===== src/rtl/inst_fetch_ctrl_if.sv =====
`default_nettype none
// ============================================================================
// Module   : inst_fetch_ctrl_if
// Brief    : Single-beat AXI-style read channel between fetch control and bus.
// Revision : 1.0
// ============================================================================
interface inst_fetch_ctrl_if;
  logic [31:0] araddr;
  logic        arvalid;
  logic        arready;
  logic [31:0] rdata;
  logic        rvalid;
  logic        rready;

  modport master (
    output araddr, arvalid, rready,
    input  arready, rdata, rvalid
  );

  modport slave (
    input  araddr, arvalid, rready,
    output arready, rdata, rvalid
  );
endinterface
`default_nettype wire


===== src/rtl/inst_fetch_ctrl.sv =====
`default_nettype none
// ============================================================================
// Module   : inst_fetch_ctrl
// Brief    : PC owner and single-outstanding instruction fetch sequencer with
//            branch/flush redirect. FETCH_PERF_CNT_EN adds fetch/discard counters.
// Revision : 1.0
// ============================================================================
module inst_fetch_ctrl #(
  parameter logic [31:0] RESET_PC = 32'hBFC00000,
  parameter int          ADEL_BIT = 14
) (
  input  logic        clk,
  input  logic        rst,
  input  logic [5:0]  stall,
  input  logic        flush,
  input  logic [31:0] new_pc,
  input  logic        branch_flag,
  input  logic [31:0] branch_target,
  input  logic        next_pc_valid,
  inst_fetch_ctrl_if.master bus,
  output logic        valid,
  output logic [31:0] if_pc,
  output logic [31:0] if_inst,
  output logic [31:0] pc_excepttype_o
`ifdef FETCH_PERF_CNT_EN
  ,
  output logic [31:0] fetch_cnt,
  output logic [31:0] discard_cnt
`endif
);

  typedef enum logic [1:0] {
    S_IDLE    = 2'd0,
    S_ADDR    = 2'd1,
    S_DATA    = 2'd2,
    S_DISCARD = 2'd3
  } state_t;

  localparam logic [31:0] c_adel_mask = 32'h1 << ADEL_BIT;

  state_t      r_state, w_state_nxt;
  logic [31:0] r_pc;
  logic        r_arvalid, r_rready;
  logic        r_valid;
  logic [31:0] r_if_pc, r_if_inst, r_excepttype;
  logic        r_br_pend, r_br_slot;
  logic [31:0] r_br_target;
  logic        r_fl_pend;
  logic [31:0] r_fl_pc;
  logic        r_adel_hold;

  logic w_issue, w_adel, w_accept, w_complete, w_drop;
  logic w_unused_stall;

  assign w_unused_stall = ^stall[5:1];

  assign bus.araddr      = r_pc;
  assign bus.arvalid     = r_arvalid;
  assign bus.rready      = r_rready;
  assign valid           = r_valid;
  assign if_pc           = r_if_pc;
  assign if_inst         = r_if_inst;
  assign pc_excepttype_o = r_excepttype;

  always_ff @(posedge clk) begin
    if (rst) r_state <= S_IDLE;
    else     r_state <= w_state_nxt;
  end

  always_comb begin
    w_state_nxt = r_state;
    w_issue     = 1'b0;
    w_adel      = 1'b0;
    w_accept    = 1'b0;
    w_complete  = 1'b0;
    w_drop      = 1'b0;
    case (r_state)
      S_IDLE: begin
        if (!flush) begin
          if (r_pc[1:0] != 2'b00) begin
            w_adel = !r_adel_hold;
          end else if (next_pc_valid && !stall[0]) begin
            w_issue     = 1'b1;
            w_state_nxt = S_ADDR;
          end
        end
      end
      S_ADDR: begin
        if (bus.arready) begin
          w_accept    = 1'b1;
          w_state_nxt = (r_fl_pend || flush) ? S_DISCARD : S_DATA;
        end
      end
      S_DATA: begin
        if (bus.rvalid) begin
          // A flush coinciding with the response kills it outright.
          w_drop      = flush;
          w_complete  = !flush;
          w_state_nxt = S_IDLE;
        end else if (flush) begin
          w_state_nxt = S_DISCARD;
        end
      end
      S_DISCARD: begin
        if (bus.rvalid) begin
          w_drop      = 1'b1;
          w_state_nxt = S_IDLE;
        end
      end
      default: w_state_nxt = S_IDLE;
    endcase
  end

  always_ff @(posedge clk) begin
    if (rst) begin
      r_pc         <= RESET_PC;
      r_arvalid    <= 1'b0;
      r_rready     <= 1'b0;
      r_valid      <= 1'b0;
      r_if_pc      <= 32'h0;
      r_if_inst    <= 32'h0;
      r_excepttype <= 32'h0;
      r_br_pend    <= 1'b0;
      r_br_slot    <= 1'b0;
      r_br_target  <= 32'h0;
      r_fl_pend    <= 1'b0;
      r_fl_pc      <= 32'h0;
      r_adel_hold  <= 1'b0;
    end else begin
      r_valid <= 1'b0;
      if (w_issue) r_arvalid <= 1'b1;
      if (w_accept) begin
        r_arvalid <= 1'b0;
        r_rready  <= 1'b1;
      end
      if (w_adel) begin
        r_valid      <= 1'b1;
        r_if_pc      <= r_pc;
        r_if_inst    <= 32'h0;
        r_excepttype <= c_adel_mask;
        r_adel_hold  <= 1'b1;
      end
      if (w_complete) begin
        r_rready     <= 1'b0;
        r_valid      <= 1'b1;
        r_if_pc      <= r_pc;
        r_if_inst    <= bus.rdata;
        r_excepttype <= 32'h0;
        // The first completion after a branch is the delay slot; the next one takes the target.
        if (r_br_pend && r_br_slot) begin
          r_pc      <= r_br_target;
          r_br_pend <= 1'b0;
        end else begin
          r_pc <= r_pc + 32'd4;
          if (r_br_pend) r_br_slot <= 1'b1;
        end
      end
      if (w_drop) begin
        r_rready    <= 1'b0;
        r_pc        <= flush ? new_pc : r_fl_pc;
        r_fl_pend   <= 1'b0;
        r_adel_hold <= 1'b0;
      end
      if (flush) begin
        r_br_pend <= 1'b0;
        if (r_state == S_IDLE) begin
          r_pc        <= new_pc;
          r_adel_hold <= 1'b0;
        end else if (!w_drop) begin
          r_fl_pend <= 1'b1;
          r_fl_pc   <= new_pc;
        end
      end else if (branch_flag && !r_fl_pend && r_state != S_DISCARD) begin
        r_br_pend   <= 1'b1;
        r_br_target <= branch_target;
        r_br_slot   <= (r_state == S_IDLE) || w_complete;
      end
    end
  end

`ifdef FETCH_PERF_CNT_EN
  logic [31:0] r_fetch_cnt, r_discard_cnt;

  always_ff @(posedge clk) begin
    if (rst) begin
      r_fetch_cnt   <= 32'h0;
      r_discard_cnt <= 32'h0;
    end else begin
      if (w_complete || w_adel) r_fetch_cnt   <= r_fetch_cnt + 32'd1;
      if (w_drop)               r_discard_cnt <= r_discard_cnt + 32'd1;
    end
  end

  assign fetch_cnt   = r_fetch_cnt;
  assign discard_cnt = r_discard_cnt;
`endif

endmodule
`default_nettype wire


===== src/flat_wrapper.sv =====
// flat-port wrapper written by rule: the top's interface ports become plain ports
module inst_fetch_ctrl_flat 
#(
  parameter logic [31:0] RESET_PC = 32'hBFC00000,
  parameter int          ADEL_BIT = 14
)
  (clk, rst, stall, flush, new_pc, branch_flag, branch_target, next_pc_valid, valid, if_pc, if_inst, pc_excepttype_o, bus_araddr, bus_arvalid, bus_rready, bus_arready, bus_rdata, bus_rvalid);
  inst_fetch_ctrl_if bus_i ();
  input  logic clk;
  input  logic rst;
  input  logic [5:0] stall;
  input  logic flush;
  input  logic [31:0] new_pc;
  input  logic branch_flag;
  input  logic [31:0] branch_target;
  input  logic next_pc_valid;
  output logic valid;
  output logic [31:0] if_pc;
  output logic [31:0] if_inst;
  output logic [31:0] pc_excepttype_o;
  output wire logic [$bits(bus_i.araddr)-1:0] bus_araddr;
  output wire logic [$bits(bus_i.arvalid)-1:0] bus_arvalid;
  output wire logic [$bits(bus_i.rready)-1:0] bus_rready;
  input wire logic [$bits(bus_i.arready)-1:0] bus_arready;
  input wire logic [$bits(bus_i.rdata)-1:0] bus_rdata;
  input wire logic [$bits(bus_i.rvalid)-1:0] bus_rvalid;
  assign bus_araddr = bus_i.araddr;
  assign bus_arvalid = bus_i.arvalid;
  assign bus_rready = bus_i.rready;
  assign bus_i.arready = bus_arready;
  assign bus_i.rdata = bus_rdata;
  assign bus_i.rvalid = bus_rvalid;
  inst_fetch_ctrl #(.RESET_PC(RESET_PC), .ADEL_BIT(ADEL_BIT)) u_core (.clk(clk), .rst(rst), .stall(stall), .flush(flush), .new_pc(new_pc), .branch_flag(branch_flag), .branch_target(branch_target), .next_pc_valid(next_pc_valid), .bus(bus_i), .valid(valid), .if_pc(if_pc), .if_inst(if_inst), .pc_excepttype_o(pc_excepttype_o));
endmodule

===== config.mk =====
export PLATFORM = sky130hd
export DESIGN_NAME = inst_fetch_ctrl_flat
export DESIGN_NICKNAME = d
export VERILOG_FILES = /design/src/rtl/inst_fetch_ctrl_if.sv /design/src/rtl/inst_fetch_ctrl.sv /design/src/flat_wrapper.sv
export SDC_FILE = /design/constraint.sdc
export NUM_CORES = 1
export LEC_CHECK = 0
export ABC_AREA = 0
export CAP_MARGIN = 0
export CORE_MARGIN = 5
export CORE_UTILIZATION = 55
export DETAILED_ROUTE_END_ITERATION = 6
export DONT_BUFFER_PORTS = 1
export GPL_TIMING_DRIVEN = 0
export PLACE_DENSITY = 0.7
export REMOVE_ABC_BUFFERS = 1
export SYNTH_ARGS = -nofsm -noshare
export SYNTH_HDL_FRONTEND = slang
export SYNTH_SLANG_ARGS = --single-unit

===== constraint.sdc =====
create_clock -name clk -period 1.95 [get_ports clk]
set_input_delay 0.195 -clock clk [delete_from_list [all_inputs] [get_ports clk]]
set_output_delay 0.195 -clock clk [all_outputs]
set_load 0.03 [all_outputs]

==> run summary, run 1 <==
Placed Cells: 1158
number of clock buffers inserted by TritonCTS: 17
CP Launch Type: register
Die Footprint: 17000 sq um
post-synth top area cell: dfxtp_1
combinational family with the most area after synthesis: simple AND/OR/NAND/NOR gates
post-synthesis mux area share: 0.00391
largest net degree at the start of global routing: 158
routed vias/inst: 6.42
fin crit share: 1.00
Max clock buf depth: 2
synthesis-stage register bit count: 170
Layout Area Growth over Synthesis: 17.6%
CTS tree: done
Total Routing Usage GR: 0.310
post-synthesis sequential area ratio: 0.426
final cell count without fillers: 1256
Synth top area share: 0.426
hold slack: -0.140 ns
DRT antenna net count: 0
Clock transition at path regs: 0.06 ns
DR WL/cell: 22.6 microns
final hold violation count: 126
ANT cells: 0
Post-Synth Adder-Cell Area: 0.00156
RePlAce Congestion: 0.855
share of layout cells above drive strength 1: 0.136
Primary FF master, synth: dfxtp_1
Netlist cell types: 64
first-pass GRT wire length: 40400 microns
IO Pins: 240
Syn Std Cell Area: 8000 sq um
Synth Area in XOR/XNOR: 0.0110
CP required: 2.32 ns
grt ovf: 0
CP Capture Type: register
Root Buffer: clkbuf_16
Post-synth EDFFs: 0
vias in the first global route: 7035
Layout Nets: 1170
HPWL after DPL: 15700 microns
Setup Skew: 0.00927 ns
max-slew violation count: 0
Setup crit start: u_core.r_br_slot$_SDFF_PP0_
RSZ-0062 raised after global routing: yes
initial antenna violation count: 0
vias post-DR: 8067
Synth Area in Compound Gates: 0.225
largest fanout on the critical path: 11
final WL: 28400 microns
leakage power: 3.26 nW
die height: 131 microns
fin crit period: 1.96 ns
Remaining DRCs: 0
fin util: 0.655
Filler Cell Count: 1253
Port Buffers: 0
status: finished, violations left
initial cell density of the core: 0.557
clk_lat worst skew: 0.43 ns
DR pass1 iterations: 5
synth warn: 0
HP Start: rst
reg2reg start: u_core.r_br_slot$_SDFF_PP0_
Crit Path Category: reg2reg
f_max: 511 MHz
total power draw: 8.96 mW
DIE WIDTH: 131 microns
top area cells in the synthesized netlist: dfxtp_1 (43%), nand2_1 (13%), a21oi_1 (11%), buf_4 (3.0%), clkbuf_1 (3.0%)
Synth Area in Simple Gates: 0.249
Setup violations, final: 2
asr flop ratio synth: 0
synthesized area per cell: 7.53 sq um
Core ar.: 14400 sq um
H-tree lvl count: 4
Synth Instances: 1062
row cnt: 44
Worst-Margin Slew: 0.877 ns
worst rel slew slack: 0.415
Max VDD drop: 0.632 mV
Power per Cell Area: 953 nW/um^2
final setup margin: -0.00604 ns
failing checks: negative hold slack, negative setup slack
initial drt markers: 865
clock sink total: 170
hold crit path type: in2reg
total of max-cap violations: 0
Critical Path AT: 2.33 ns
## cell usage after synthesis, types with 8 or more instances
master    instances
dfxtp_1         170
nor4_1           13
nand3_1          47
nand4_1          12
inv_1            13
buf_4            32
o221ai_1         13
a211oi_1          8
buf_1             9
o211ai_1          8
a21oi_1         172
nor3_1           19
clkbuf_1         64
o21ai_0          30
a22oi_1           9
nor2_1           48
buf_2             9
nand2_1         269
## logic make-up after synthesis
group	after synthesis
compound gates	296
xor+xnor	10
fa+ha+maj	1
buf+inv	132
flops	170
mux	3
other cells	1
simple gates	449
## final timing paths
check / endpoint / slack (ns) / depth (start not counted)
max: u_core.bus.araddr[18]$_SDFF_PP0_ / -0.006 / 5
min: u_core.r_fl_pc[24]$_SDFFE_PP0P_ / -0.14 / 1
max reg2reg: u_core.bus.araddr[18]$_SDFF_PP0_ / -0.006 / 5
min reg2reg: u_core.r_br_target[2]$_SDFFE_PP0P_ / 0.45 / 2
## worst max-delay path, cell delays in order (launching register included)
cell and delay [ns]:
dfxtp_1 0.35, and2_1 0.34, nor3_1 0.62, o21ai_0 0.20, a2bb2oi_1 0.20, o221a_2 0.20
## registers in the layout, indices dropped and copies added, names as in the netlist
signal,cells
u_core.bus.arvalid,1
u_core.valid,1
u_core.r_state,2
u_core.r_fl_pc,32
u_core.bus.araddr,32
u_core.if_inst,32
u_core.pc_excepttype_o,1
u_core.r_br_target,32
u_core.if_pc,32
u_core.r_adel_hold,1
u_core.r_br_slot,1
u_core.r_fl_pend,1
u_core.r_br_pend,1
u_core.bus.rready,1
## placed cells by master, fill, tap and decap left out, types with 5 or more instances in the layout
| cell | count |
|---|---|
| a22oi_1 | 9 |
| buf_4 | 23 |
| and3_1 | 5 |
| o31a_1 | 7 |
| a31oi_1 | 6 |
| a311oi_1 | 5 |
| xnor2_1 | 7 |
| nor4_1 | 11 |
| a21oi_1 | 172 |
| buf_12 | 6 |
| nand3_1 | 46 |
| o22ai_1 | 6 |
| dfxtp_4 | 18 |
| and2_1 | 5 |
| clkbuf_16 | 17 |
| nor3_1 | 16 |
| bufinv_16 | 6 |
| o221ai_1 | 13 |
| nor2_1 | 41 |
| dfxtp_1 | 142 |
| dlygate4sd3_1 | 26 |
| a211oi_1 | 8 |
| nor2_4 | 8 |
| dfxtp_2 | 10 |
| inv_1 | 13 |
| nand4_1 | 12 |
| conb_1 | 31 |
| o21ai_0 | 28 |
| nand2_4 | 7 |
| o221a_2 | 5 |
| o211ai_1 | 8 |
| nand2_1 | 263 |
## area by class of cell
class / instances / area, sq um / share of cell area
clock inverter: 10 / 215 / 0.0229
multi-input combinational: 799 / 4370 / 0.465
sequential: 170 / 3480 / 0.370
tap: 184 / 230 / 0.0245
timing repair buffer: 59 / 598 / 0.0636
inverter: 13 / 48.8 / 0.00519
clock buffer: 21 / 460 / 0.0490
## per-layer routing
metal  vias to the layer above  share of wire  GRT usage
met2                       527           0.46      0.499
li1                       3670              -          -
met3                        90           0.12     0.0817
met4                         0          0.036      0.132
met5                         -              0          0
met1                      3780           0.38      0.393
## metrics by stage
step	setup TNS (ns)	setup WS (ns)	instance area (sq um)
2_1_floorplan	-69.84	-1.02	7490
3_3_place_gp	-297.39	-2.64	7720
3_5_place_dp	-162.57	-1.54	7780
4_1_cts	-0.0592	-0.0139	9180
5_1_grt	-0.157	-0.0696	9410
6_report	-0.00696	-0.00604	9410
## report_power, final
part | leakage (nW) | internal [mW] | switching (mW) | total, mW
logic | 1.53 | 0.372 | 0.610 | 0.983
registers | 1.40 | 3.65 | 0.460 | 4.11
clock network | 0.328 | 2.47 | 1.39 | 3.87
total | 3.26 | 6.50 | 2.46 | 8.96
## timing repair
item	in CTS	in global routing
endpoints found under the setup margin	167	74
resized for setup	81	24
hold buffers	20	6
buffers inserted	24	8
endpoints found under the hold margin	163	146
gates cloned	8	1
pin swaps	16	10
Power figures use the tool's default switching activity.
==> inputs of run 2 (changes only) <==
--- a/config.mk
+++ b/config.mk
@@ -14,6 +14,7 @@
 export GPL_TIMING_DRIVEN = 0
 export PLACE_DENSITY = 0.7
 export REMOVE_ABC_BUFFERS = 1
+export SKIP_LAST_GASP = 1
 export SYNTH_ARGS = -nofsm -noshare
 export SYNTH_HDL_FRONTEND = slang
 export SYNTH_SLANG_ARGS = --single-unit
==> run 2 against run 1 <==
Net effect:
- the flow still finishes with violations (negative hold slack, negative setup slack)
- combinational power fell by 2%
- die area did not move
- critical path type unchanged
- first-iteration DRC count fell by 4.4%
- clock skew rose by 0.0016 ns
- fmax fell by 0.48%
==> run summary, run 2 (synthesized netlist as in run 1, its figures left out) <==
Placed Cells: 1158 (unchanged)
max-slew violation count: 0 (unchanged)
routed vias/inst: 6.38 (-0.65%)
DIE WIDTH: 131 microns (unchanged)
number of clock buffers inserted by TritonCTS: 17 (unchanged)
H-tree lvl count: 4 (unchanged)
IO Pins: 240 (unchanged)
largest fanout on the critical path: 7 (-4)
hold slack: -0.140 ns (+0.000258 ns)
clock sink total: 170 (unchanged)
largest net degree at the start of global routing: 158 (unchanged)
Filler Cell Count: 1263 (+0.80%)
grt ovf: 0 (unchanged)
combinational fraction of design power: 0.108 (-0.002)
CP Capture Type: register
DP Worst Slack: -1.54 ns (unchanged)
worst rel slew slack: 0.435 (+0.0199)
initial cell density of the core: 0.557 (unchanged)
Clk pwr share: 0.433 (+0.002)
row cnt: 44 (unchanged)
sequential share of power: 0.460 (about the same)
sw frac: 0.274 (-0.000528)
Core ar.: 14400 sq um (unchanged)
fin crit period: 1.97 ns (+0.00937 ns)
fin crit share: 1.01 (+0.00481)
final WL: 28200 microns (-0.79%)
ANT cells: 0 (unchanged)
leakage power: 3.23 nW (-0.77%)
Critical Path AT: 2.26 ns (-0.07 ns)
final hold violation count: 105 (-17%)
commonest non-fill, non-tap cells in the layout: nand2_1 (263), a21oi_1 (172), dfxtp_1 (142), nand3_1 (46), nor2_1 (41)
CP required: 2.25 ns (-0.07 ns)
Layout Nets: 1164 (-0.51%)
Max VDD drop: 0.633 mV (about the same)
total of max-cap violations: 0 (unchanged)
hold crit path type: in2reg
Die Footprint: 17000 sq um (unchanged)
Clock transition at path regs: 0.07 ns (about the same)
initial antenna violation count: 0 (unchanged)
die height: 131 microns (unchanged)
vias in the first global route: 7016 (-0.27%)
fin util: 0.650 (-0.00488)
status: finished, violations left
fin area: 9340 sq um (-0.75%)
f_max: 509 MHz (-0.48%)
first-pass GRT wire length: 40400 microns (about the same)
Total Routing Usage GR: 0.310 (about the same)
Crit Path Category: reg2reg
hold-fix buffers at CTS: 20 (unchanged)
CTS tree: done
initial drt markers: 827 (-4.4%)
failing checks: negative hold slack, negative setup slack
commonest non-fill, non-tap cell in the layout: nand2_1
DR pass1 iterations: 5 (unchanged)
share of layout cells above drive strength 1: 0.136 (-0.000172)
switching pwr: 2.45 mW (-0.41%)
HPWL after DPL: 15700 microns (unchanged)
internal power: 6.49 mW (-0.14%)
Remaining DRCs: 0 (unchanged)
Root Buffer: clkbuf_16
Setup violations, final: 1 (-1)
final cell count without fillers: 1250 (-0.48%)
RSZ-0062 raised after global routing: yes
Worst-Margin Slew: 0.847 ns (-0.0299 ns)
final setup margin: -0.0154 ns (-0.00937 ns)
DP Area: 7780 sq um (unchanged)
vias post-DR: 7976 (-1.1%)
Setup Skew: 0.0108 ns (+0.00156 ns)
Max clock buf depth: 2 (unchanged)
RePlAce Congestion: 0.855 (unchanged)
Layout Area Growth over Synthesis: 16.7%
clk_lat worst skew: 0.43 ns (about the same)
Port Buffers: 0 (unchanged)
Power per Cell Area: 958 nW/um^2 (+0.53%)
DR WL/cell: 22.6 microns (-0.31%)
DRT antenna net count: 0 (unchanged)
CP Launch Type: register
## run 2: changes by cell type in the layout (fill, tap and decap cells not counted)
| cell | before | now |
|---|---|---|
| and3_4 | 1 | 0 |
| o21ai_1 | 3 | 2 |
| dlygate4sd3_1 | 26 | 20 |
| nand2b_2 | 1 | 2 |
| nand2b_4 | 2 | 1 |
| and3_1 | 5 | 6 |
| o21ai_0 | 28 | 29 |
## run 2: what timing repair did
action | CTS | global route
hold endpoints to repair | 163 | 146
pin swaps | 14 | 8
buffers inserted | 24 | 8
gates cloned | 8 | 1
gates resized for setup | 81 | 21
endpoints found under the setup margin | 167 | 78
## run 2: cell type report
class                   count  area (sq um)  area share
clock buffers              21           460      0.0493
clock inverters            10           215      0.0231
inverters                  13          48.8     0.00523
multi-input cells         799          4360       0.467
flip-flops and latches    170          3480       0.373
well taps                 184           230      0.0247
repair buffers             53           538      0.0576
## run 2: per-layer routing
metal / up-vias / wire, microns / global-route usage
met5: - / 0 / 0
met4: 0 / 958 / 0.135
met3: 77 / 3420 / 0.0805
met2: 504 / 13100 / 0.499
met1: 3749 / 10700 / 0.393
li1: 3646 / - / -
## run 2: path summary, 6_finish.rpt
path / start / to / slack, ns / cells after the start
worst min register to register: u_core.r_br_target[15]$_SDFFE_PP0P_ / u_core.r_br_target[15]$_SDFFE_PP0P_ / 0.45 / 2
worst min-delay path: rst / u_core.r_fl_pc[24]$_SDFFE_PP0P_ / -0.14 / 1
worst max-delay path: u_core.bus.araddr[2]$_SDFF_PP0_ / u_core.bus.araddr[21]$_SDFF_PP0_ / -0.02 / 6
worst max register to register: u_core.bus.araddr[2]$_SDFF_PP0_ / u_core.bus.araddr[21]$_SDFF_PP0_ / -0.02 / 6
## run 2: metrics by stage
step	total power [mW]	TNS (ns)
2_1_floorplan	4.65	-69.84
3_5_place_dp	4.91	-162.57
4_1_cts	8.90	-0.106
6_report	8.94	-0.0154
5_1_grt	9.21	-0.285
3_3_place_gp	4.88	-297.39
## run 2: power by group through the flow
| stage | Sequential [mW] | Combinational (mW) | Clock (mW) |
|---|---|---|---|
| 2_1_floorplan | 4.08 | 0.574 | 0 |
| 3_3_place_gp | 4.17 | 0.719 | 0 |
| 3_5_place_dp | 4.17 | 0.735 | 0 |
| 4_1_cts | 4.10 | 0.906 | 3.89 |
| 5_1_grt | 4.13 | 1.04 | 4.04 |
| 6_report | 4.11 | 0.963 | 3.87 |
## run 2: worst max-delay path, cell delays in order, from the launching register on
cell	delay [ns]
dfxtp_4	0.47
and4_4	0.25
nand4_1	0.25
buf_4	0.26
or4_1	0.40
a21oi_1	0.14
nor4_1	0.06
==> inputs of run 3 (changes only) <==
--- a/config.mk
+++ b/config.mk
@@ -15,6 +15,7 @@
 export PLACE_DENSITY = 0.7
 export REMOVE_ABC_BUFFERS = 1
 export SKIP_LAST_GASP = 1
+export SLEW_MARGIN = 30
 export SYNTH_ARGS = -nofsm -noshare
 export SYNTH_HDL_FRONTEND = slang
 export SYNTH_SLANG_ARGS = --single-unit
==> run 3 against run 2 <==
Net effect:
- the flow still finishes with violations (negative hold slack, negative setup slack)
- critical path depth stayed put
- die area is the same
- count of clock-buffer cells in the layout is 1 lower
- sequential share of layout area down 1.3 points
- wire length is 1.1% higher
- highest routed layer unchanged
- setup slack got worse by 0.040 ns
- utilization is 2.3 points higher
- non-clock buffer count grew 43
- via count grew 2.3%
- first-iteration DRC count grew 9.8%
- largest power group unchanged
- hold slack got worse by 0.028 ns
- combinational power grew 6%
==> run summary, run 3 (synthesized netlist as in run 1, its figures left out) <==
status: finished, violations left
failing checks: negative hold slack, negative setup slack
Worst-Margin Slew: 0.755 ns (-0.0924 ns)
grt ovf: 0 (unchanged)
Slowest cell on crit path: dfxtp_4
CP Launch Type: register
Filler Cell Count: 1177 (-6.8%)
DP Worst Slack: -1.18 ns (+0.353 ns)
fin area: 9670 sq um (+3.5%)
vias in the first global route: 7074 (+0.83%)
fin crit period: 2.01 ns (+0.0401 ns)
commonest non-fill, non-tap cells in the layout: nand2_1 (264), a21oi_1 (172), dfxtp_1 (142), dlygate4sd3_1 (60), nand3_1 (46)
Root Buffer: clkbuf_16
CP peak stage delay: 0.41 ns (-0.06 ns)
routed vias/inst: 6.32 (-0.97%)
Critical Path AT: 2.36 ns (+0.10 ns)
Setup violations, final: 4 (+3)
Layout Nets: 1204 (+3.4%)
CP required: 2.30 ns (+0.05 ns)
register area: 3480 sq um (unchanged)
Total Routing Usage GR: 0.309 (-0.000432)
initial cell density of the core: 0.557 (unchanged)
hold slack: -0.169 ns (-0.0284 ns)
IO Pins: 240 (unchanged)
first-pass GRT wire length: 40600 microns (+0.51%)
vias post-DR: 8158 (+2.3%)
commonest non-fill, non-tap cell in the layout: nand2_1
DR WL/cell: 22.1 microns (-2.1%)
cell mode on critical path: nand2_1
DP Area: 7930 sq um (+1.9%)
HPWL after DPL: 16200 microns (+3.6%)
CP Capture Type: register
initial drt markers: 908 (+9.8%)
largest net degree at the start of global routing: 158 (unchanged)
worst path bufs/invs: 1 (unchanged)
clock sink total: 170 (unchanged)
max-slew violation count: 0 (unchanged)
critical path's top delay family: simple AND/OR/NAND/NOR gates
row cnt: 44 (unchanged)
final hold violation count: 84 (-20%)
ANT cells: 0 (unchanged)
RSZ-0062 raised after global routing: yes
total power draw: 8.41 mW (-6.0%)
Layout Area Growth over Synthesis: 20.9%
Clock transition at path regs: 0.07 ns (about the same)
Port Buffers: 0 (unchanged)
Crit Path Category: reg2reg
DR pass1 iterations: 7 (+2)
worst rel slew slack: 0.496 (+0.0617)
total of max-cap violations: 0 (unchanged)
RePlAce Congestion: 0.855 (unchanged)
Die Footprint: 17000 sq um (unchanged)
final WL: 28500 microns (+1.1%)
share of layout cells above drive strength 1: 0.133 (-0.00323)
DRT antenna net count: 0 (unchanged)
clk_lat worst skew: 0.44 ns (about the same)
Setup Skew: 0.00824 ns (-0.00259 ns)
final setup margin: -0.0555 ns (-0.0401 ns)
Max clock buf depth: 2 (unchanged)
CTS tree: done
multi-input logic area: 4300 sq um (-1.3%)
Remaining DRCs: 0 (unchanged)
number of clock buffers inserted by TritonCTS: 17 (unchanged)
Core ar.: 14400 sq um (unchanged)
leakage power: 3.33 nW (+3.2%)
largest fanout on the critical path: 32 (+25)
hold crit path type: in2reg
die height: 131 microns (unchanged)
Max VDD drop: 0.665 mV (+5.0%)
initial antenna violation count: 0 (unchanged)
fin crit share: 1.03 (+0.0206)
Power per Cell Area: 870 nW/um^2 (-9.2%)
DIE WIDTH: 131 microns (unchanged)
f_max: 499 MHz (-2.0%)
H-tree lvl count: 4 (unchanged)
critical-path cell list: nand2_4 > nand2_1 > nor2_4 > buf_12 > nand2_1 > a21oi_1
==> run 3: repair_timing <==
action                                  CTS  global route
cloned                                    6             0
setup buffers                            21             9
hold endpoints to repair                165           146
pin swaps                                13             5
endpoints found under the setup margin  155            90
resized for setup                        73            17
hold buffers                             21            39
==> run 3: worst paths after layout <==
kind              slack [ns]                                  end  depth (start not counted)                            start
setup / recovery       -0.06      u_core.r_fl_pc[20]$_SDFFE_PP0P_                          6   u_core.r_state[1]$_SDFFE_PP0P_
hold / removal         -0.17  u_core.r_br_target[24]$_SDFFE_PP0P_                          1                              rst
setup reg to reg       -0.06      u_core.r_fl_pc[20]$_SDFFE_PP0P_                          6   u_core.r_state[1]$_SDFFE_PP0P_
hold reg to reg         0.45      u_core.r_fl_pc[27]$_SDFFE_PP0P_                          2  u_core.r_fl_pc[27]$_SDFFE_PP0P_
==> run 3: power by group <==
| part | switching (mW) | leakage [nW] | internal, mW |
|---|---|---|---|
| registers | 0.458 | 1.40 | 3.65 |
| clock network | 1.47 | 0.260 | 1.81 |
| logic | 0.603 | 1.68 | 0.421 |
| total | 2.53 | 3.33 | 5.88 |
==> run 3: per-stage QoR <==
stage | utilization | TNS [ns] | hold WS (ns) | cells
3_3_place_gp | 0.538 | -297.39 | 0.283 | 1157
2_1_floorplan | - | -69.84 | 0.264 | 973
3_5_place_dp | 0.552 | -94.41 | 0.283 | 1163
6_report | 0.673 | -0.129 | -0.169 | 1291
5_1_grt | 0.673 | -0.696 | -0.180 | 1291
4_1_cts | 0.637 | -0.117 | -0.168 | 1243
==> run 3: cell type report <==
class | instances | share of cell area
multi-input combinational | 796 | 0.445
timing repair buffer | 96 | 0.107
sequential | 170 | 0.360
tap | 184 | 0.0238
clock buffer | 20 | 0.0462
inverter | 13 | 0.00505
clock inverter | 12 | 0.0120
==> run 3: layer usage <==
layer / global-route usage / vias up / part of all wire
met1: 0.398 / 3817 / 0.39
met5: 0 / - / 0
li1: - / 3738 / -
met4: 0.132 / 0 / 0.034
met2: 0.487 / 524 / 0.46
met3: 0.0898 / 79 / 0.12
